## config.mk

```make
export PLATFORM = sky130hd
export DESIGN_NAME = cdb_complete_queue
export DESIGN_NICKNAME = d
export VERILOG_FILES = /design/src/rtl/cdb_complete_queue_pkg.sv /design/src/rtl/cdb_complete_queue_age_select.sv /design/src/rtl/cdb_complete_queue.sv
export SDC_FILE = /design/constraint.sdc
export NUM_CORES = 1
export LEC_CHECK = 0
export CAP_MARGIN = 5
export CORE_MARGIN = 1.5
export CORE_UTILIZATION = 25
export CTS_BUF_LIST = sky130_fd_sc_hd__clkbuf_4 sky130_fd_sc_hd__clkbuf_8
export CTS_CLUSTER_SIZE = 16
export DETAILED_ROUTE_END_ITERATION = 10
export GPL_ROUTABILITY_DRIVEN = 0
export PLACE_DENSITY = 0.44
export SYNTH_ARGS = -nofsm -noshare
export SYNTH_HDL_FRONTEND = slang
export SYNTH_SLANG_ARGS = --single-unit
```

## constraint.sdc

```tcl
create_clock -name clock -period 8.5 [get_ports clock]
set_input_delay 1.7 -clock clock [delete_from_list [all_inputs] [get_ports clock]]
set_output_delay 1.7 -clock clock [all_outputs]
set_load 0.01 [all_outputs]
```

## src/rtl/cdb_complete_queue_pkg.sv

```systemverilog
// Shared system definitions for the completion side of the R10K core:
// broadcast width, physical tag width and the completion-queue entry format.
package cdb_complete_queue_pkg;

    localparam int N_WAY    = 2;
    localparam int CDB_BITS = 6;

    // Tag only for now; rob_idx will be added here when the ROB needs it.
    typedef struct packed {
        logic [CDB_BITS-1:0] tag;
    } cq_entry_t;

    function automatic int min_int(input int a, input int b);
        return (a < b) ? a : b;
    endfunction

endpackage

```

## src/rtl/cdb_complete_queue_age_select.sv

```systemverilog
// Combinational age merge: queue head window first, then this cycle's accepted
// FU ports in ascending index order, split into broadcast slots and a push list.
module cq_age_select
    import cdb_complete_queue_pkg::*;
#(
    parameter int N_FU  = 4,
    parameter int CNT_W = 4
) (
    input  logic [N_WAY-1:0][CDB_BITS-1:0] q_tag,
    input  logic [CNT_W-1:0]               q_count,
    input  logic                           accept_en,
    input  logic [N_FU-1:0]                fu_valid,
    input  logic [N_FU-1:0][CDB_BITS-1:0]  fu_tag,
    output logic [N_WAY-1:0][CDB_BITS-1:0] slot_tag,
    output logic [$clog2(N_WAY):0]         slot_num,
    output logic [CNT_W-1:0]               pop_count,
    output logic [$clog2(N_FU):0]          push_count,
    output logic [N_FU-1:0][CDB_BITS-1:0]  push_tag
);

    localparam int SW = $clog2(N_WAY) + 1;
    localparam int AW = $clog2(N_FU) + 1;

    logic [N_FU-1:0][CDB_BITS-1:0] acc_tag;
    int acc_n;
    int q_n;
    int in_n;

    // Compact accepted ports; a valid port carrying the null tag is not a completion.
    always_comb begin
        acc_tag = '0;
        acc_n   = 0;
        for (int i = 0; i < N_FU; i++) begin
            if (accept_en && fu_valid[i] && (fu_tag[i] != '0)) begin
                for (int j = 0; j < N_FU; j++) begin
                    if (j == acc_n) acc_tag[j] = fu_tag[i];
                end
                acc_n = acc_n + 1;
            end
        end
    end

    always_comb begin
        q_n      = min_int(int'(q_count), N_WAY);
        in_n     = min_int(acc_n, N_WAY - q_n);
        slot_tag = '0;
        push_tag = '0;
        for (int k = 0; k < N_WAY; k++) begin
            if (k < q_n) begin
                slot_tag[k] = q_tag[k];
            end else begin
                for (int j = 0; j < N_FU; j++) begin
                    if ((j == k - q_n) && (j < acc_n)) slot_tag[k] = acc_tag[j];
                end
            end
        end
        // Incoming tags that did not fit in the broadcast go to the queue tail.
        for (int p = 0; p < N_FU; p++) begin
            for (int j = 0; j < N_FU; j++) begin
                if ((j == p + in_n) && (j < acc_n)) push_tag[p] = acc_tag[j];
            end
        end
        slot_num   = SW'(q_n + in_n);
        pop_count  = CNT_W'(q_n);
        push_count = AW'(acc_n - in_n);
    end

endmodule

```

## src/rtl/cdb_complete_queue.sv

```systemverilog
// In-order completion queue feeding the CDB: buffers finished dest tags from the
// FUs and broadcasts up to N_WAY of them per cycle, oldest first.
module cdb_complete_queue
    import cdb_complete_queue_pkg::*;
#(
    parameter int N_FU     = 4,
    parameter int CQ_DEPTH = 8
) (
    input  logic                           clock,
    input  logic                           reset,
    input  logic                           squash,
    input  logic [N_FU-1:0]                fu_valid,
    input  logic [N_FU-1:0][CDB_BITS-1:0]  fu_tag,
    output logic [N_FU-1:0]                fu_ready,
    output logic [N_WAY-1:0][CDB_BITS-1:0] complete_dest_tag,
    output logic [$clog2(N_WAY):0]         complete_num,
    output logic [$clog2(CQ_DEPTH):0]      cq_count
);

    localparam int PW = $clog2(CQ_DEPTH);
    localparam int CW = PW + 1;
    localparam int AW = $clog2(N_FU) + 1;

    cq_entry_t mem [CQ_DEPTH];
    logic [PW-1:0] head;
    logic [PW-1:0] tail;

    logic [CW-1:0]                  free_cnt;
    logic                           ready;
    logic                           accept_en;
    logic [N_WAY-1:0][CDB_BITS-1:0] q_tag;
    logic [N_WAY-1:0][CDB_BITS-1:0] slot_tag;
    logic [$clog2(N_WAY):0]         slot_num;
    logic [CW-1:0]                  pop_count;
    logic [AW-1:0]                  push_count;
    logic [N_FU-1:0][CDB_BITS-1:0]  push_tag;

    // Ready depends only on the registered count, so a full burst on every port always fits.
    assign free_cnt  = CW'(CQ_DEPTH) - cq_count;
    assign ready     = (free_cnt >= CW'(N_FU));
    assign fu_ready  = {N_FU{ready}};
    assign accept_en = ready && !squash;

    always_comb begin
        for (int k = 0; k < N_WAY; k++) begin
            q_tag[k] = mem[head + PW'(k)].tag;
        end
    end

    cq_age_select #(
        .N_FU  (N_FU),
        .CNT_W (CW)
    ) u_age_select (
        .q_tag      (q_tag),
        .q_count    (cq_count),
        .accept_en  (accept_en),
        .fu_valid   (fu_valid),
        .fu_tag     (fu_tag),
        .slot_tag   (slot_tag),
        .slot_num   (slot_num),
        .pop_count  (pop_count),
        .push_count (push_count),
        .push_tag   (push_tag)
    );

    // Broadcast register stage: outputs, pointers and occupancy.
    always_ff @(posedge clock or negedge reset) begin
        if (!reset) begin
            complete_dest_tag <= '0;
            complete_num      <= '0;
            head              <= '0;
            tail              <= '0;
            cq_count          <= '0;
        end else if (squash) begin
            complete_dest_tag <= '0;
            complete_num      <= '0;
            head              <= tail;
            cq_count          <= '0;
        end else begin
            complete_dest_tag <= slot_tag;
            complete_num      <= slot_num;
            head              <= head + PW'(pop_count);
            tail              <= tail + PW'(push_count);
            cq_count          <= cq_count + CW'(push_count) - pop_count;
        end
    end

    // Storage carries no reset; only entries between head and tail are ever read.
    always_ff @(posedge clock) begin
        for (int p = 0; p < N_FU; p++) begin
            if (int'(push_count) > p) mem[tail + PW'(p)].tag <= push_tag[p];
        end
    end

    function automatic logic has_dup(input logic [N_WAY-1:0][CDB_BITS-1:0] t);
        logic dup;
        dup = 1'b0;
        for (int a = 0; a < N_WAY; a++) begin
            for (int b = a + 1; b < N_WAY; b++) begin
                if ((t[a] != '0) && (t[a] == t[b])) dup = 1'b1;
            end
        end
        return dup;
    endfunction

    a_no_dup_tag: assert property (@(posedge clock) disable iff (!reset)
        !has_dup(complete_dest_tag))
        else $error("duplicate tag on complete_dest_tag");

    a_count_bound: assert property (@(posedge clock) disable iff (!reset)
        cq_count <= CW'(CQ_DEPTH))
        else $error("cq_count above depth");

endmodule
```

# Word-level counts from Yosys, hierarchy flattened
# Memory sizes are Yosys's and may differ from the RTL's.
# Index checks and enable logic that the tools add are counted.
[classes]
magnitude_cmp = 13
mux = 60
reduce_logical = 47
n_addsub = 20
n_eq_ne = 27
[ops]
columns = ["cell", "n"]
rows = [
  ["$eq 3x32->1 const A", 16],
  ["$logic_not 32->1", 9],
  ["$eq 2x32->1 const A", 8],
  ["$mux 6", 39],
  ["$mux 32", 4],
  ["$mux 24", 3],
  ["$add 3x32->32 const A", 2],
  ["$add 32x2->32 const B", 2],
  ["$lt 3x32->1 const A", 2],
  ["$logic_and 1x1->1", 33],
  ["$add 2x32->32 const A", 1],
  ["$lt 1x32->1 const A", 1],
  ["$lt 2x32->1 const A", 1],
  ["$lt 32x32->1", 1],
  ["$reduce_bool 6->1", 4],
  ["$mux 12", 1],
  ["$sub 1x4->5 const A", 2],
  ["$mux 1", 9],
  ["$lt 1x4->1 const A", 2],
  ["$mux 4", 2],
  ["$add 3x1->3 const B", 2],
  ["$add 3x2->3 const B", 2],
  ["$add 3x3->3", 2],
  ["$gt 3x1->1 const B", 2],
  ["15 further kinds", 17],
]
[totals]
mem_count = 1
input_bits = 31
ram_bits = 48
out_inout_bits = 22
register_bits = 24
[mem_list]
columns = ["memory", "depth", "word_bits", "rd", "rd_ports_with_merged_regs", "write_ports", "line_no", "source"]
rows = [
  ["mem", 8, 6, 2, 0, 4, "cdb_complete_queue.sv:24", "cq_entry_t mem [CQ_DEPTH];"],
]

# Depth between registers and ports, before layout
# Gate-level depths: netlist of the first run.
[logic_depth]
depth_word = 21
depth_mapped = 38
mapped_depth_nobuf = 35

# Modules after synthesis
# A second synthesis of the first run with hierarchy kept.
[unflattened]
cells_unflattened = 1005
hier_area_um2 = 8812.2
[modules_own_cells]
columns = ["mod", "n_inst", "cells_per_inst", "seq_area_each_um2", "area_each_um2"]
rows = [
  ["cdb_complete_queue", 1, 453, 2042.0, 5148.7],
  ["cq_age_select", 1, 552, 0.0, 3663.5],
]

# Worst setup path after synthesis of the first run
# No wires, ideal clock.
[synth_timing]
path_kind = "input port to flip-flop"
startpoint = "in fu_tag[1] (netlist bit)"
endpoint = "mem mem[2][3] (netlist bit) (data pin)"
slack_ns = -1.209
setup_ns = 0.146
required_time_ns = 8.354
t_arrival_ns = 9.563
path_stages = 34
path_cell_list = "or4_1 -> o31ai_1 -> nor2_1 -> ha_1 -> clkbuf_1 -> nand2b_1 -> a211oi_1 -> and3_1 -> buf_2 -> inv_2 -> ha_1 -> nor3_1 -> a21oi_2 -> inv_2 -> clkbuf_1 -> ha_1 -> and2_1 -> o311a_1 -> a21o_1 -> a211oi_1 -> nor2_1 -> ha_1 -> nand2_1 -> inv_1 -> ha_1 -> or3_1 -> nor4_1 -> and3_1 -> a32o_1 -> a31oi_4 -> or4_1 -> o2111ai_1 -> o22ai_1 -> a21oi_1"
[synth_lines]
columns = ["element", "line_no", "source"]
rows = [
  ["start: declaration", "cdb_complete_queue.sv:13", "input logic [N_FU-1:0][CDB_BITS-1:0] fu_tag,"],
  ["end: declaration", "cdb_complete_queue.sv:24", ""],
]

==> metrics.cfg, run 1 <==
[grt]
grt_use_met1 = 0.297
met2_usage = 0.331
grt_pass1_wl_mm = 60.1
grt_pass1_vias = 9700
track_usage = 0.213
grt_max_degree = 30
antenna_found_initial = 2
grt_use_met3 = 0.0467
grt-ovfl-total = 0
grt.busiest_layer = met2

[power_and_ir_drop]
power.switching_mw = 3.25
leakagePower_nw = 4.65
power_density_nw_per_um2 = 517
p_int_mw = 2.99
pwr-share-clk = 0.045
p_total_mw = 6.24
seqPwrFrac = 0.136
power.share.combinational = 0.819
vdd_drop_max_mv = 0.241
switching_share = 0.521

[drt]
drt-total-wl_mm = 39.9
drt_pass1_iterations = 6
initialDrtViolationCount = 1057
routedWlPerCell_um = 22.7
num_vias = 10200
post_drt_via_cell_ratio = 5.80
drtAntennaViolNets = 0
drc_errors = 0

[setup_path]
timing.critical_path.buf_inv = 7
critPathMaxFanout = 5
worstRegToRegCells = 34
crit_type = input pin to flop
cp-start-kind = input pin
crit_path_top_delay_cell = or4_1
worstPathArrival_ps = 8470
crit_cells = 35
worstPathRequired_ps = 8670
cp-end-kind = flop
path_delay_family = simple AND/OR/NAND/NOR gates
cpPeakStageDelay_ps = 520

[cells_and_area]
drive_above_1_share = 0.268
areaGrowthSynthToFinish_pct = 33.4
fin_cells = 1756
final_nets = 1372
n_fill_cell = 3774
fin_util = 0.339
design_area_um2 = 12100

[flow_run]
maxCapViolCount = 0

[yosys]
ys_ff_latch = 72
yosysWarnings = 0
ys.flop_type = edfxtp_1
syn_inst = 1084
yosysSeqAreaShare = 0.226
synth_edf_count = 48
synthArstFlopShare = 0.333
synth_area_um2 = 9030
synthDistinctLibCells = 95
syn_avg_cell_area_um2 = 8.33

[die]
io_pins = 53
die_h_um = 193
core_um2 = 35600
die-area_um2 = 37300
die_x_um = 193
initial_core_util = 0.254
std_cell_rows = 69

[worst_hold_path]
hold_path_depth = 2
min_path_type = flop to flop

[sta]
whs_ps = 728
fin_ws_ps = 204
relSlewSlack = 0.0769
worst_pin_slew_ps = 1370
max_freq_mhz = 121
setup_violations = 0
period_needed_ps = 8300
skew_ps = 18.3
hold_violations = 0
finalCritPeriodShare = 0.976
slew_viol_final = 0
fin_setup_tns_ps = 0

[cts]
clk-insertion-delay-late_ps = 360
clock-sinks = 72
numCtsBuffers = 9
clockBufferDepth = 2
cts_tree = built
ctsHtreeMaxLevel = 3
cts-root-buf = clkbuf_8
path_clk_slew_ps = 90

[placement]
hpwl_mm = 32.4
dp_slack_ps = -449
dp_cells = 1733
place_area_um2 = 11600
portBuffers = 52

[run_status]
status = completed

[worst register-to-register path: cells and delay by family (launching register included)]
kind                     cells  cell delay, ps
AND/OR/NAND/NOR             13            3090
flip-flops                   1             460
AO/OA/AOI/OAI                9            1810
adder cells (fa/ha/maj)      6            1100
buffers and inverters        6             730
[repair_timing]
item	4_1_cts	5_1_grt
pin swaps	1	17
resized for setup	4	43
setup buffers	0	6
hold buffers	0	0
setup endpoints to repair	6	48
[final cells by class]
cell class / instances / area, um2 / area share
flip-flops and latches: 72 / 2040 / 0.169
well taps: 461 / 577 / 0.0478
clock inverters: 7 / 77.6 / 0.00643
multi-input cells: 905 / 6990 / 0.580
clock buffers: 9 / 124 / 0.0103
inverters: 48 / 183 / 0.0152
repair buffers: 253 / 2060 / 0.171
diodes: 1 / 2.50 / 0.000208
[routing by layer]
metal	share of wire	vias up	wire, um
met2	0.44	468	17700
li1	-	4731	-
met1	0.45	4930	17800
met5	0.00028	-	11
met3	0.089	62	3530
met4	0.020	2	782
[flip-flops by register name, summed over array words and instances, names as in the netlist]
name	count
cq_count	4
tail	3
complete_dest_tag	12
complete_num	2
head	3
mem	48
[power by group through the flow]
stage               Combinational [mW]  Clock (mW)  Sequential [mW]
floorplan                         2.86           0            0.798
global placement                  4.85           0            0.854
detailed placement                4.85           0            0.858
CTS                               4.88       0.289            0.850
global route                      5.50       0.303            0.871
finish                            5.11       0.281            0.849
[placed cells by master (no fill, tap or decap), types with 9 or more instances in the layout]
| cell type | count |
|---|---|
| a211oi_1 | 43 |
| a21o_1 | 11 |
| a21oi_1 | 88 |
| a221oi_1 | 9 |
| a221oi_2 | 9 |
| a22oi_1 | 12 |
| a31oi_1 | 23 |
| and3_1 | 24 |
| buf_4 | 196 |
| clkbuf_8 | 9 |
| clkdlybuf4s50_1 | 52 |
| dfrtp_1 | 24 |
| edfxtp_1 | 48 |
| ha_1 | 38 |
| inv_1 | 42 |
| mux2i_1 | 9 |
| mux4_2 | 24 |
| nand2_1 | 86 |
| nand3_1 | 46 |
| nand4_1 | 22 |
| nor2_1 | 73 |
| nor2b_1 | 20 |
| nor3_1 | 45 |
| o211ai_1 | 20 |
| o21ai_0 | 33 |
| o21ai_1 | 9 |
| o221ai_1 | 9 |
| o22a_1 | 9 |
| o22ai_1 | 24 |
| o31ai_1 | 11 |
| xnor2_1 | 12 |
[cell usage after synthesis (20+ instances only)]
cell / n / share of area
nor3_1: 46 / 0.025
nor2b_1: 20 / 0.014
a31oi_1: 23 / 0.016
o211ai_1: 20 / 0.017
inv_1: 43 / 0.018
clkbuf_1: 37 / 0.015
a21oi_1: 91 / 0.050
nand2_1: 87 / 0.036
dfrtp_1: 24 / 0.066
o22ai_1: 25 / 0.017
o21ai_0: 34 / 0.019
nand3_1: 48 / 0.027
ha_1: 49 / 0.068
edfxtp_1: 48 / 0.16
a211oi_1: 49 / 0.041
mux4_2: 24 / 0.060
nand4_1: 22 / 0.015
and3_1: 25 / 0.017
nor2_1: 79 / 0.033
[logic make-up (layout without fill, tap and decap cells)]
| group | Yosys count | count (layout) | synth area share |
|---|---|---|---|
| buffers and inverters | 109 | 317 | 0.0508 |
| flip-flops | 72 | 72 | 0.226 |
| adder cells (fa/ha/maj) | 52 | 52 | 0.0745 |
| AO/OA/AOI/OAI | 404 | 404 | 0.330 |
| multiplexers | 35 | 35 | 0.0723 |
| AND/OR/NAND/NOR | 392 | 392 | 0.226 |
| XOR/XNOR | 18 | 18 | 0.0195 |
| other | 2 | 5 | 0.000831 |
[worst paths after layout]
path / from / slack [ps] / endpoint
worst min register to register: cq_count[0]$_DFF_PN0_ / 730 / cq_count[0]$_DFF_PN0_
worst max-delay path: fu_tag[6] / 200 / mem[0][3]$_DFFE_PP_
worst min-delay path: cq_count[0]$_DFF_PN0_ / 730 / cq_count[0]$_DFF_PN0_
max in group asynchronous: reset / 5940 / tail[0]$_DFFE_PN0N_
min in group asynchronous: reset / 1910 / cq_count[2]$_DFF_PN0_
worst max register to register: cq_count[2]$_DFF_PN0_ / 1130 / mem[0][3]$_DFFE_PP_
Power figures use the tool's default switching activity.
==> run 2: changes to the inputs <==
ABC_AREA = 1   (was default)
==> metrics.cfg, run 2 <==
[run_status]
status = completed

[die]
die_x_um = 194  ; +0.64%
core_um2 = 35800  ; +0.73%
io_pins = 53  ; unchanged
std_cell_rows = 69  ; unchanged
die_h_um = 194  ; +0.64%
die-area_um2 = 37800  ; +1.3%
initial_core_util = 0.255  ; +0.00145

[setup_path]
cp-start-kind = input pin
reg2reg_from = cq_count[2]$_DFF_PN0_
crit_type = input pin to flop
critPathMostFrequentCell = nand2_1
worstRegToRegCells = 33  ; -2.9%
reg2reg_setup_slack_ps = 1460  ; +330 ps
crit_path_top_delay_cell = clkdlybuf4s50_1
worstPathRequired_ps = 8670  ; about the same
cpPeakStageDelay_ps = 450  ; -70 ps
cp-end-kind = flop
worstPathArrival_ps = 8110  ; -360 ps
reg2reg_to = mem[1][2]$_DFFE_PP_
critPathMaxFanout = 16  ; +11

[drt]
drtAntennaViolNets = 0  ; unchanged
drt-total-wl_mm = 38.1  ; -4.3%
routedWlPerCell_um = 18.9  ; -17%
initialDrtViolationCount = 1033  ; -2.3%
drc_errors = 0  ; unchanged
num_vias = 10400  ; +2.1%
post_drt_via_cell_ratio = 5.16  ; -11%
drt_pass1_iterations = 6  ; unchanged

[cts]
cts-root-buf = clkbuf_8
clock-sinks = 72  ; unchanged
cts_tree = built
ctsHtreeMaxLevel = 3  ; unchanged
numCtsBuffers = 9  ; unchanged
path_clk_slew_ps = 80  ; about the same
cts_setup_buffers = 0  ; unchanged
clockBufferDepth = 2  ; unchanged
clk-insertion-delay-late_ps = 370  ; about the same

[power_and_ir_drop]
power_density_nw_per_um2 = 441  ; -15%
power.share.combinational = 0.759  ; -0.060
power.switching_mw = 2.75  ; -16%
switching_share = 0.594  ; +0.0727
leakagePower_nw = 4.85  ; +4.2%
pwr-share-clk = 0.061  ; +0.016
p_int_mw = 1.88  ; -37%
vdd_drop_max_mv = 0.128  ; -47%
seqPwrFrac = 0.180  ; +0.044

[sta]
fin_setup_tns_ps = 0  ; unchanged
max_freq_mhz = 126  ; +4.4%
hold_violations = 0  ; unchanged
slew_viol_final = 0  ; unchanged
relSlewSlack = 0.151  ; +0.0740
worst_pin_slew_ps = 1270  ; -96.5 ps
period_needed_ps = 7950  ; -350 ps
whs_ps = 683  ; -45.5 ps
setup_violations = 0  ; unchanged
rsz0062_at_grt = false
skew_ps = 15.6  ; -2.63 ps
finalCritPeriodShare = 0.935  ; -0.0412

[cells_and_area]
areaGrowthSynthToFinish_pct = 14.5
design_area_um2 = 10500  ; -13%
final_nets = 1635  ; +19%
reg_top3 = mem: 48 flops, complete_dest_tag: 12 flops, cq_count: 4 flops
final_cell_mix = nand2_1 (434), nand3_1 (163), nor2_1 (156)
drive_above_1_share = 0.0848  ; -0.183
largest-register = mem
final_common_cell = nand2_1
n_antenna_cell = 0  ; -1
largest_reg_flops = 48  ; unchanged

[yosys]
synthTopCellsByArea = nand2_1 (18%), edfxtp_1 (16%), nand3_1 (8.9%)
yosys-top-cells-count = nand2_1 (434), nand3_1 (163), nor2_1 (156)
synthArstFlopShare = 0.333  ; unchanged
syn_avg_cell_area_um2 = 6.09  ; -27%
synth.most_common_cell = nand2_1
ys.flop_type = edfxtp_1
yosysSeqAreaShare = 0.223  ; -0.00290
syn_inst = 1503  ; +39%
synth_edf_count = 48  ; unchanged
yosysTopAreaCell = nand2_1
synthDistinctLibCells = 56  ; -41%
synth_area_um2 = 9150  ; +1.3%
yosysWarnings = 0  ; unchanged
ys_ff_latch = 72  ; unchanged
synth_top_area_share = 0.178  ; +0.0185

[grt]
grt_use_met1 = 0.288  ; -0.00885
antenna_found_initial = 0  ; -2
met2_usage = 0.319  ; -0.0121
track_usage = 0.201  ; -0.0122
grt-ovfl-total = 0  ; unchanged
grt.busiest_layer = met2
grt_max_degree = 60  ; +100%
grt_pass1_wl_mm = 58.7  ; -2.4%
grt_use_met3 = 0.0229  ; -0.0238
grt_pass1_vias = 9743  ; +0.44%

[worst_hold_path]
holdPathEnd = cq_count[3]$_DFF_PN0_
min_from = cq_count[3]$_DFF_PN0_
hold_path_depth = 3  ; +1
min_path_type = flop to flop

[placement]
place_area_um2 = 10300  ; -11%
portBuffers = 52  ; unchanged
hpwl_mm = 30.9  ; -4.7%

[flow_run]
maxCapViolCount = 0  ; unchanged

-- run 2: through the flow --
stage / util / instances / total power, mW / setup slack [ps]
2_1_floorplan: - / 1505 / 3.17 / 792
3_3_place_gp: 0.287 / 2002 / 4.30 / 201
3_5_place_dp: 0.287 / 2002 / 4.29 / 115
4_1_cts: 0.292 / 2018 / 4.59 / 460
5_1_grt: 0.292 / 2018 / 5.04 / 10.8
6_report: 0.292 / 2018 / 4.62 / 554
-- run 2: how the worst max path moves through the flow --
stage	end	from	cells past startpoint
5_1_grt	mem[4][1]$_DFFE_PP_	squash	45
6_report	mem[1][2]$_DFFE_PP_	squash	45
3_3_place_gp	mem[5][2]$_DFFE_PP_	squash	45
2_1_floorplan	mem[6][2]$_DFFE_PP_	squash	43
3_5_place_dp	mem[5][2]$_DFFE_PP_	squash	45
4_1_cts	mem[5][2]$_DFFE_PP_	squash	45
-- run 2: cell type report --
class                           instances  area, um2
Clock buffer                           10        131
Timing Repair Buffer                   77        708
Tap cell                              461        577
Multi-Input combinational cell       1218       6300
Fill cell                            4009      25300
Sequential cell                        72       2040
Clock inverter                          6       67.6
Inverter                              174        656
-- run 2: metal layers --
layer | share of wire | wire (um) | up-vias
li1 | - | - | 5156
met5 | 0 | 0 | -
met3 | 0.059 | 2240 | 43
met4 | 0.017 | 645 | 0
met2 | 0.44 | 16900 | 383
met1 | 0.48 | 18400 | 4825
-- run 2: critical path, delay by kind of cell --
kind                       cells  cell delay, ps
buffers and inverters         13            1510
AOI/OAI and AO/OA              4             690
adders and majority gates      7            1700
and+or+nand+nor               21            2540
-- run 2: power by group through the flow --
| stage | Clock (mW) | Sequential (mW) | Combinational [mW] |
|---|---|---|---|
| after global placement | 0 | 0.842 | 3.46 |
| final | 0.281 | 0.832 | 3.51 |
| after floorplan | 0 | 0.798 | 2.37 |
| after global routing | 0.300 | 0.856 | 3.88 |
| after detailed placement | 0 | 0.842 | 3.45 |
| after CTS | 0.289 | 0.835 | 3.47 |
-- run 2: logic make-up after synthesis --
kind of cell	count (synthesis)	synth area share
AND/OR/NAND/NOR	890	0.438
AO/OA/AOI/OAI	266	0.168
buffers and inverters	215	0.0910
flip-flops	72	0.223
adder cells (fa/ha/maj)	52	0.0735
XOR/XNOR	6	0.00574
other	2	0.000821
-- run 2: what timing repair did --
action	CTS	global route
hold buffers	0	0
gates resized for setup	0	4
setup endpoints to repair	0	38
endpoints found under the hold margin	0	0
